### src/rtl/vc_rr_arbiter.sv
// vc_rr_arbiter: shares one registered destination stage between 4 VC FIFOs, one word per cycle.
// Round-robin by default; define VC_ARB_STRICT_PRIO_EN for fixed priority (VC0 highest).
module vc_rr_arbiter #(
  parameter int BITNUMBER   = 6,
  parameter int STALL_LIMIT = 15
) (
  input  logic                   clk,
  input  logic                   reset,
  input  logic [3:0]             src_can_pop,
  input  logic [4*BITNUMBER-1:0] src_data,
  input  logic [3:0]             dst_pause,
  output logic [3:0]             src_pop,
  output logic [3:0]             dst_push,
  output logic [BITNUMBER-1:0]   dst_data,
  output logic [1:0]             grant_vc,
  output logic [1:0]             state,
  output logic                   stall_err
);
  typedef enum logic [1:0] {IDLE = 2'b00, ARB = 2'b01, STALL = 2'b10} state_t;
  state_t state_q, state_d;
  logic [BITNUMBER-1:0] word [4];
  logic [1:0] dest [4];
  logic [3:0] elig;
  logic grant;
  logic [1:0] win;
  logic [3:0] dst_push_q, dst_push_d;
  logic [BITNUMBER-1:0] dst_data_q, dst_data_d;
  logic [1:0] grant_vc_q, grant_vc_d;
  logic [3:0] cnt_q, cnt_d;
  logic stall_err_q, stall_err_d;
  genvar v;
  generate
    for (v = 0; v < 4; v++) begin : g_vc
      assign word[v] = src_data[v*BITNUMBER +: BITNUMBER];
      assign dest[v] = word[v][BITNUMBER-1 -: 2];
      assign elig[v] = src_can_pop[v] & ~dst_pause[dest[v]];
    end
  endgenerate
  assign grant = |elig;
`ifdef VC_ARB_STRICT_PRIO_EN
  always_comb begin
    win = elig[0] ? 2'd0 : elig[1] ? 2'd1 : elig[2] ? 2'd2 : 2'd3;
  end
`else
  logic [1:0] ptr_q, ptr_d;
  // Scan from the far end back to the pointer so the closest eligible VC wins.
  always_comb begin
    win = ptr_q;
    for (int k = 3; k >= 0; k--) begin
      if (elig[ptr_q + 2'(k)]) win = ptr_q + 2'(k);
    end
    ptr_d = grant ? win + 2'd1 : ptr_q;
  end
  always_ff @(posedge clk or posedge reset) begin
    if (reset) ptr_q <= 2'd0;
    else ptr_q <= ptr_d;
  end
`endif
  always_comb begin
    dst_push_d  = grant ? 4'b0001 << dest[win] : 4'b0000;
    dst_data_d  = grant ? word[win] : dst_data_q;
    grant_vc_d  = grant ? win : grant_vc_q;
    state_d     = ~|src_can_pop ? IDLE : grant ? ARB : STALL;
    cnt_d       = (state_q == STALL && state_d == STALL) ?
                  (cnt_q == 4'(STALL_LIMIT) ? cnt_q : cnt_q + 4'd1) : 4'd0;
    stall_err_d = cnt_d == 4'(STALL_LIMIT);
  end
  always_ff @(posedge clk or posedge reset) begin
    if (reset) begin
      state_q     <= IDLE;
      dst_push_q  <= '0;
      dst_data_q  <= '0;
      grant_vc_q  <= '0;
      cnt_q       <= '0;
      stall_err_q <= 1'b0;
    end else begin
      state_q     <= state_d;
      dst_push_q  <= dst_push_d;
      dst_data_q  <= dst_data_d;
      grant_vc_q  <= grant_vc_d;
      cnt_q       <= cnt_d;
      stall_err_q <= stall_err_d;
    end
  end
  // The pop strobe is combinational, so reset must mask it directly.
  assign src_pop   = (grant && !reset) ? 4'b0001 << win : 4'b0000;
  assign dst_push  = dst_push_q;
  assign dst_data  = dst_data_q;
  assign grant_vc  = grant_vc_q;
  assign state     = state_q;
  assign stall_err = stall_err_q;
endmodule

### config.mk
export PLATFORM = sky130hd
export DESIGN_NAME = vc_rr_arbiter
export DESIGN_NICKNAME = d
export VERILOG_FILES = /design/src/rtl/vc_rr_arbiter.sv
export SDC_FILE = /design/constraint.sdc
export NUM_CORES = 1
export LEC_CHECK = 0
export CAP_MARGIN = 15
export CORE_MARGIN = 2
export CORE_UTILIZATION = 45
export DETAILED_ROUTE_END_ITERATION = 8
export DONT_BUFFER_PORTS = 1
export SLEW_MARGIN = 15
export SYNTH_ARGS = -nofsm -noshare
export SYNTH_HDL_FRONTEND = slang
export SYNTH_SLANG_ARGS = --single-unit
### constraint.sdc
create_clock -name clk -period 3.8 [get_ports clk]
set_clock_uncertainty 0.1 [all_clocks]
set_input_delay 0.76 -clock clk [delete_from_list [all_inputs] [get_ports clk]]
set_output_delay 0.76 -clock clk [all_outputs]
set_load 0.01 [all_outputs]
# ---- Yosys cells after proc, flatten, opt, wreduce, memory -nomap -nowiden
# Cells that the tools add are included.
dict set report classes {
  addsub 5
  magnitude_cmp 9
  eq_ne 4
  shift 2
  muxes 32
  bitwise_logic 9
  reduce_logical 5
}
# op n
set ops {}
lappend ops {{2-bit by 3-bit < comparator with 1-bit output (second input constant)} 8}
lappend ops {{1-bit binary-select mux with 2-bit select} 8}
lappend ops {{2-bit two-way mux} 8}
lappend ops {{4-bit two-way mux} 4}
lappend ops {{6-bit binary-select mux with 2-bit select} 1}
lappend ops {{6-bit two-way mux} 2}
lappend ops {{4-bit == test (second input constant)} 2}
lappend ops {{1-bit two-way mux} 8}
lappend ops {{4-bit OR reduction} 2}
lappend ops {{1-bit by 2-bit left shift with 4-bit output (first input constant)} 2}
lappend ops {{2-bit by 1-bit adder with 2-bit output (second input constant)} 2}
lappend ops {{2-bit adder (second input constant)} 2}
lappend ops {{4-bit by 1-bit adder with 4-bit output (second input constant)} 1}
lappend ops {{1-bit AND} 4}
lappend ops {{2-bit binary-select mux with 2-bit select} 1}
lappend ops {{2-bit == test (second input constant)} 2}
lappend ops {{1-bit inverter} 4}
lappend ops {{3-bit greater-or-equal comparator (second input constant)} 1}
lappend ops {{2-bit inverter with 3-bit output} 1}
lappend ops {{1-bit logical AND} 2}
lappend ops {{1-bit logical NOT} 1}
dict set report word_totals {
  register_bits 21
  inputBits 34
  output_inout_bits 19
}

# ---- Depth between registers and ports, before layout
dict set report depth {
  word_depth 16
  depth_mapped 9
}

# ---- Worst setup path before layout
# OpenSTA, ideal clock, no wires.
dict set report synth_path {
  path_type {input port to output port}
  from {input src_data[22]}
  to {output src_pop[0]}
  arrival_time_ns 2.919
  t_required_ns 2.940
  slack_ns 0.021
  cell_stages 9
  path_buffers 2
  cell_sequence {mux4_2 nand2b_4 buf_6 o2bb2ai_2 a222oi_1 buf_4 inv_2 ha_1 and3_1}
}
dict set report synth_via {
  elab_chain_cells 12
}
# element line
set synth_lines {}
lappend synth_lines {{start: declaration} 10} ;# input logic [4*BITNUMBER-1:0] src_data,
lappend synth_lines {{1-bit binary-select mux with 2-bit select (*)} 36} ;# assign elig[v] = src_can_pop[v] & ~dst_pause[dest[v]];
lappend synth_lines {{1-bit two-way mux (not written as such) (*)} 36}
lappend synth_lines {{1-bit inverter (*)} 36}
lappend synth_lines {{1-bit AND (*)} 36}
lappend synth_lines {{1-bit binary-select mux with 2-bit select} 50} ;# if (elig[ptr_q + 2'(k)]) win = ptr_q + 2'(k);
lappend synth_lines {{1-bit two-way mux (not written as such)} 50}
lappend synth_lines {{2-bit two-way mux (3 in a row)} 50}
lappend synth_lines {{2-bit two-way mux (*)} 50}
lappend synth_lines {{named net win[0]} 25} ;# logic [1:0] win;
lappend synth_lines {{1-bit by 2-bit left shift with 4-bit output (*)} 86} ;# assign src_pop = (grant && !reset) ? 4'b0001 << win : 4'b0000;
lappend synth_lines {{4-bit two-way mux (*)} 86}
lappend synth_lines {{end: declaration} 12} ;# output logic [3:0] src_pop,
# Mark *: on every way through the listed nets, which the timed path passes. The rest lies on a longest branch. The select of a mux whose other input is x is not followed.

# ---- Worst setup path after layout
dict set report layout_path {
  from {input src_data[10]}
  to {output src_pop[0]}
}
dict set report layout_via {
  elab_chain_cells 12
}
# element line
set layout_lines {}
lappend layout_lines {{1-bit binary-select mux with 2-bit select (*)} 36}
lappend layout_lines {{1-bit two-way mux (not written as such) (*)} 36}
lappend layout_lines {{1-bit inverter (*)} 36}
lappend layout_lines {{1-bit AND (*)} 36}
lappend layout_lines {{1-bit binary-select mux with 2-bit select} 50}
lappend layout_lines {{1-bit two-way mux (not written as such)} 50}
lappend layout_lines {{2-bit two-way mux (4 in a row)} 50}
lappend layout_lines {{1-bit by 2-bit left shift with 4-bit output} 86}
lappend layout_lines {{4-bit two-way mux (*)} 86}
# Mark *: on every way between the ends. The rest lies on a longest branch, timed or not. The select of a mux whose other input is x is not followed.

==> results_dict.tcl <==
set metrics [dict create \
    setup_slack_ns 0.270 \
    ys_warn_count 0 \
    ys_types 45 \
    finalSetupViolCount 0 \
    cts_htree_levels 1 \
    cpPeakStageDelay_ns 0.52 \
    final_common_cell "dfrtp_1" \
    pwr-share-clk_pct 12.7 \
    cts_root_buf "clkbuf_4" \
    async_flop_share_pct 100 \
    placed_area_um2 1590 \
    gp_congestion 0.907 \
    ctsResizeCount 0 \
    initial_core_util_pct 46.7 \
    synth_edf_count 0 \
    finalHoldViolCount 0 \
    post_drt_via_cell_ratio 5.94 \
    hold_buffers 0 \
    r2r_start "ptr_q[1]" \
    routed_wl_mm 3.44 \
    crit_path_top_delay_cell "mux4_2" \
    crit_path_start_kind "primary input" \
    routedWlPerCell_um 16.3 \
    ir_worst_vdd_mv 0.313 \
    ys.flop_type "dfrtp_1" \
    critPathRequiredTime_ns 2.94 \
    clock-sinks 21 \
    p_leak_nw 0.722 \
    cts_tree "yes" \
    ys_seq_area_share_pct 34.0 \
    synth_seq_cells 21 \
    fmax_ghz 0.283 \
    fin_util_pct 48.9 \
    drc 0 \
    cts_made_buffers 3 \
    period_share_pct 92.9 \
    fp.dieH_um 62.6 \
    crit_type "primary input to primary output" \
    internal-power_mw 0.487 \
    status "finished, final reports clean" \
    dr.pass1.iters 4 \
    fin_tns_setup_ns 0 \
    dieWidth_um 62.6 \
    port_buffers 0 \
    grt_pass1_wl_mm 5.71 \
    cts_buffer_depth 2 \
    areaGrowthSynthToFinish_pct 4.61 \
    dp_hpwl_mm 2.79 \
    grt_remaining_overflow 0 \
    period_minus_slack_ns 3.53 \
    vias 1253 \
    rr_worst_depth 6 \
    reg2reg_slack_ns 1.49 \
    dieArea_um2 3920 \
    row_count 21 \
    grt_pass1_vias 1216 \
    core_area_um2 3310 \
    syn_nets 202 \
    syn_inst 163 \
    timing.rr.end "dst_push[1]" \
    diodes 0 \
    p_per_area_nw_per_um2 523 \
    crit_chain "mux4_2 -> nand2b_1 -> o2bb2ai_2 -> a222oi_1 -> buf_4 -> inv_2 -> ha_1 -> and3_1" \
    place_ws_ns 0.258 \
    design_area_um2 1620 \
    grt_max_degree 26 \
    tightest_slew_ns 0.710 \
    clkTransAtPathRegs_ns 0.12 \
    maxCapViolCount 0 \
    nFillCells 357 \
    antenna_left 0 \
    slew_viol_final 0 \
    final_cell_mix "dfrtp_1, inv_1, mux2i_1" \
    syn_area_um2 1550 \
    p_comb_share_pct 42.3 \
    crit_path_start "src_data[10]" \
    drive_above_1_share_pct 10.9 \
    nets 205 \
    critPathArrivalTime_ns 2.67 \
    drtIter0Drc 53 \
    p_seq_share_pct 45.0 \
    p_sw_mw 0.359 \
    rsz0062_at_grt "no" \
    antenna_found_initial 0 \
    clk_latency_ns 0.31 \
    grt_usage_pct 18.2 \
    io_pins 53 \
    postCtsSetupRepairBufs 0 \
    relSlewSlack_pct 52.7 \
    swShare_pct 42.4 \
    hold_path.class "primary input to async pin" \
    end_kind "primary output" \
    cp_max_fo 4 \
    avgSynthCellArea_um2 9.49 \
]
==> cell type report <==
class,instances,area [um^2],share of cell area [%]
sequential,21,526,32.5
inverter,18,67.6,4.18
multi-input combinational,118,910,56.2
timing repair buffer,4,30.0,1.86
clock inverter,1,5.00,0.309
tap,46,57.6,3.56
clock buffer,3,22.5,1.39
==> Yosys cell counts (3+ instances only) <==
| cell type | number | area [um^2] |
|---|---|---|
| mux2i_1 | 12 | 120 |
| o21ai_0 | 3 | 15.0 |
| mux4_2 | 4 | 90.1 |
| dfrtp_1 | 21 | 526 |
| nand2b_1 | 6 | 37.5 |
| nor3b_1 | 3 | 22.5 |
| nand2_1 | 10 | 37.5 |
| inv_1 | 16 | 60.1 |
| and3_1 | 7 | 43.8 |
| nor3_1 | 4 | 20.0 |
| o211ai_1 | 5 | 37.5 |
| o22ai_1 | 3 | 18.8 |
| ha_1 | 5 | 62.6 |
| nor2_1 | 8 | 30.0 |
| o22a_1 | 3 | 26.3 |
| a211oi_1 | 11 | 82.6 |
| nand3_1 | 6 | 30.0 |
==> per-layer routing <==
metal	vias to the layer above	global-route usage, %	routed length [um]
li1	616	-	-
met1	588	19.8	1390
met2	42	32.1	1700
met3	7	8.11	286
met4	0	5.00	64
met5	-	0	0
==> registers in the layout (all words and copies together) (netlist names) <==
register,count
dst_data,6
cnt_q,4
dst_push,4
grant_vc,2
ptr_q,2
state,2
stall_err,1
==> power groups by stage <==
stage | clock [mW] | sequential [mW] | combinational, mW
global placement | 0 | 0.383 | 0.353
global route | 0.122 | 0.391 | 0.401
floorplan | 0 | 0.355 | 0.313
finish | 0.107 | 0.381 | 0.358
detailed placement | 0 | 0.385 | 0.363
CTS | 0.112 | 0.382 | 0.364
==> critical path: cells and delay by family <==
kind                     cells  cell delay [ns]
AO/OA/AOI/OAI                2             0.55
adder cells (fa/ha/maj)      1             0.17
buffers and inverters        2             0.25
multiplexers                 1             0.52
AND/OR/NAND/NOR              2             0.42
==> kinds of logic after synthesis <==
kind of cell,count (synthesis),synth area share [%]
buf+inv,24,7.20
xor+xnor,1,0.566
simple gates,52,18.7
mux,16,13.6
fa+ha+maj,5,4.05
flops,21,34.0
compound gates,44,21.9
==> stage by stage <==
step                hold slack (ns)  power, mW  std cells
finish                        0.259      0.846        211
global route                  0.280      0.915        211
CTS                           0.263      0.858        211
detailed placement            0.469      0.747        207
global placement              0.462      0.736        207
floorplan                     0.411      0.668        163
==> how the worst max path moves through the flow <==
stage / end / cells past startpoint
after floorplan: src_pop[0] / 9
after global placement: src_pop[0] / 8
after detailed placement: src_pop[0] / 8
after CTS: src_pop[0] / 8
after global routing: src_pop[0] / 8
final: src_pop[0] / 8
Power figures use the tool's default switching activity.
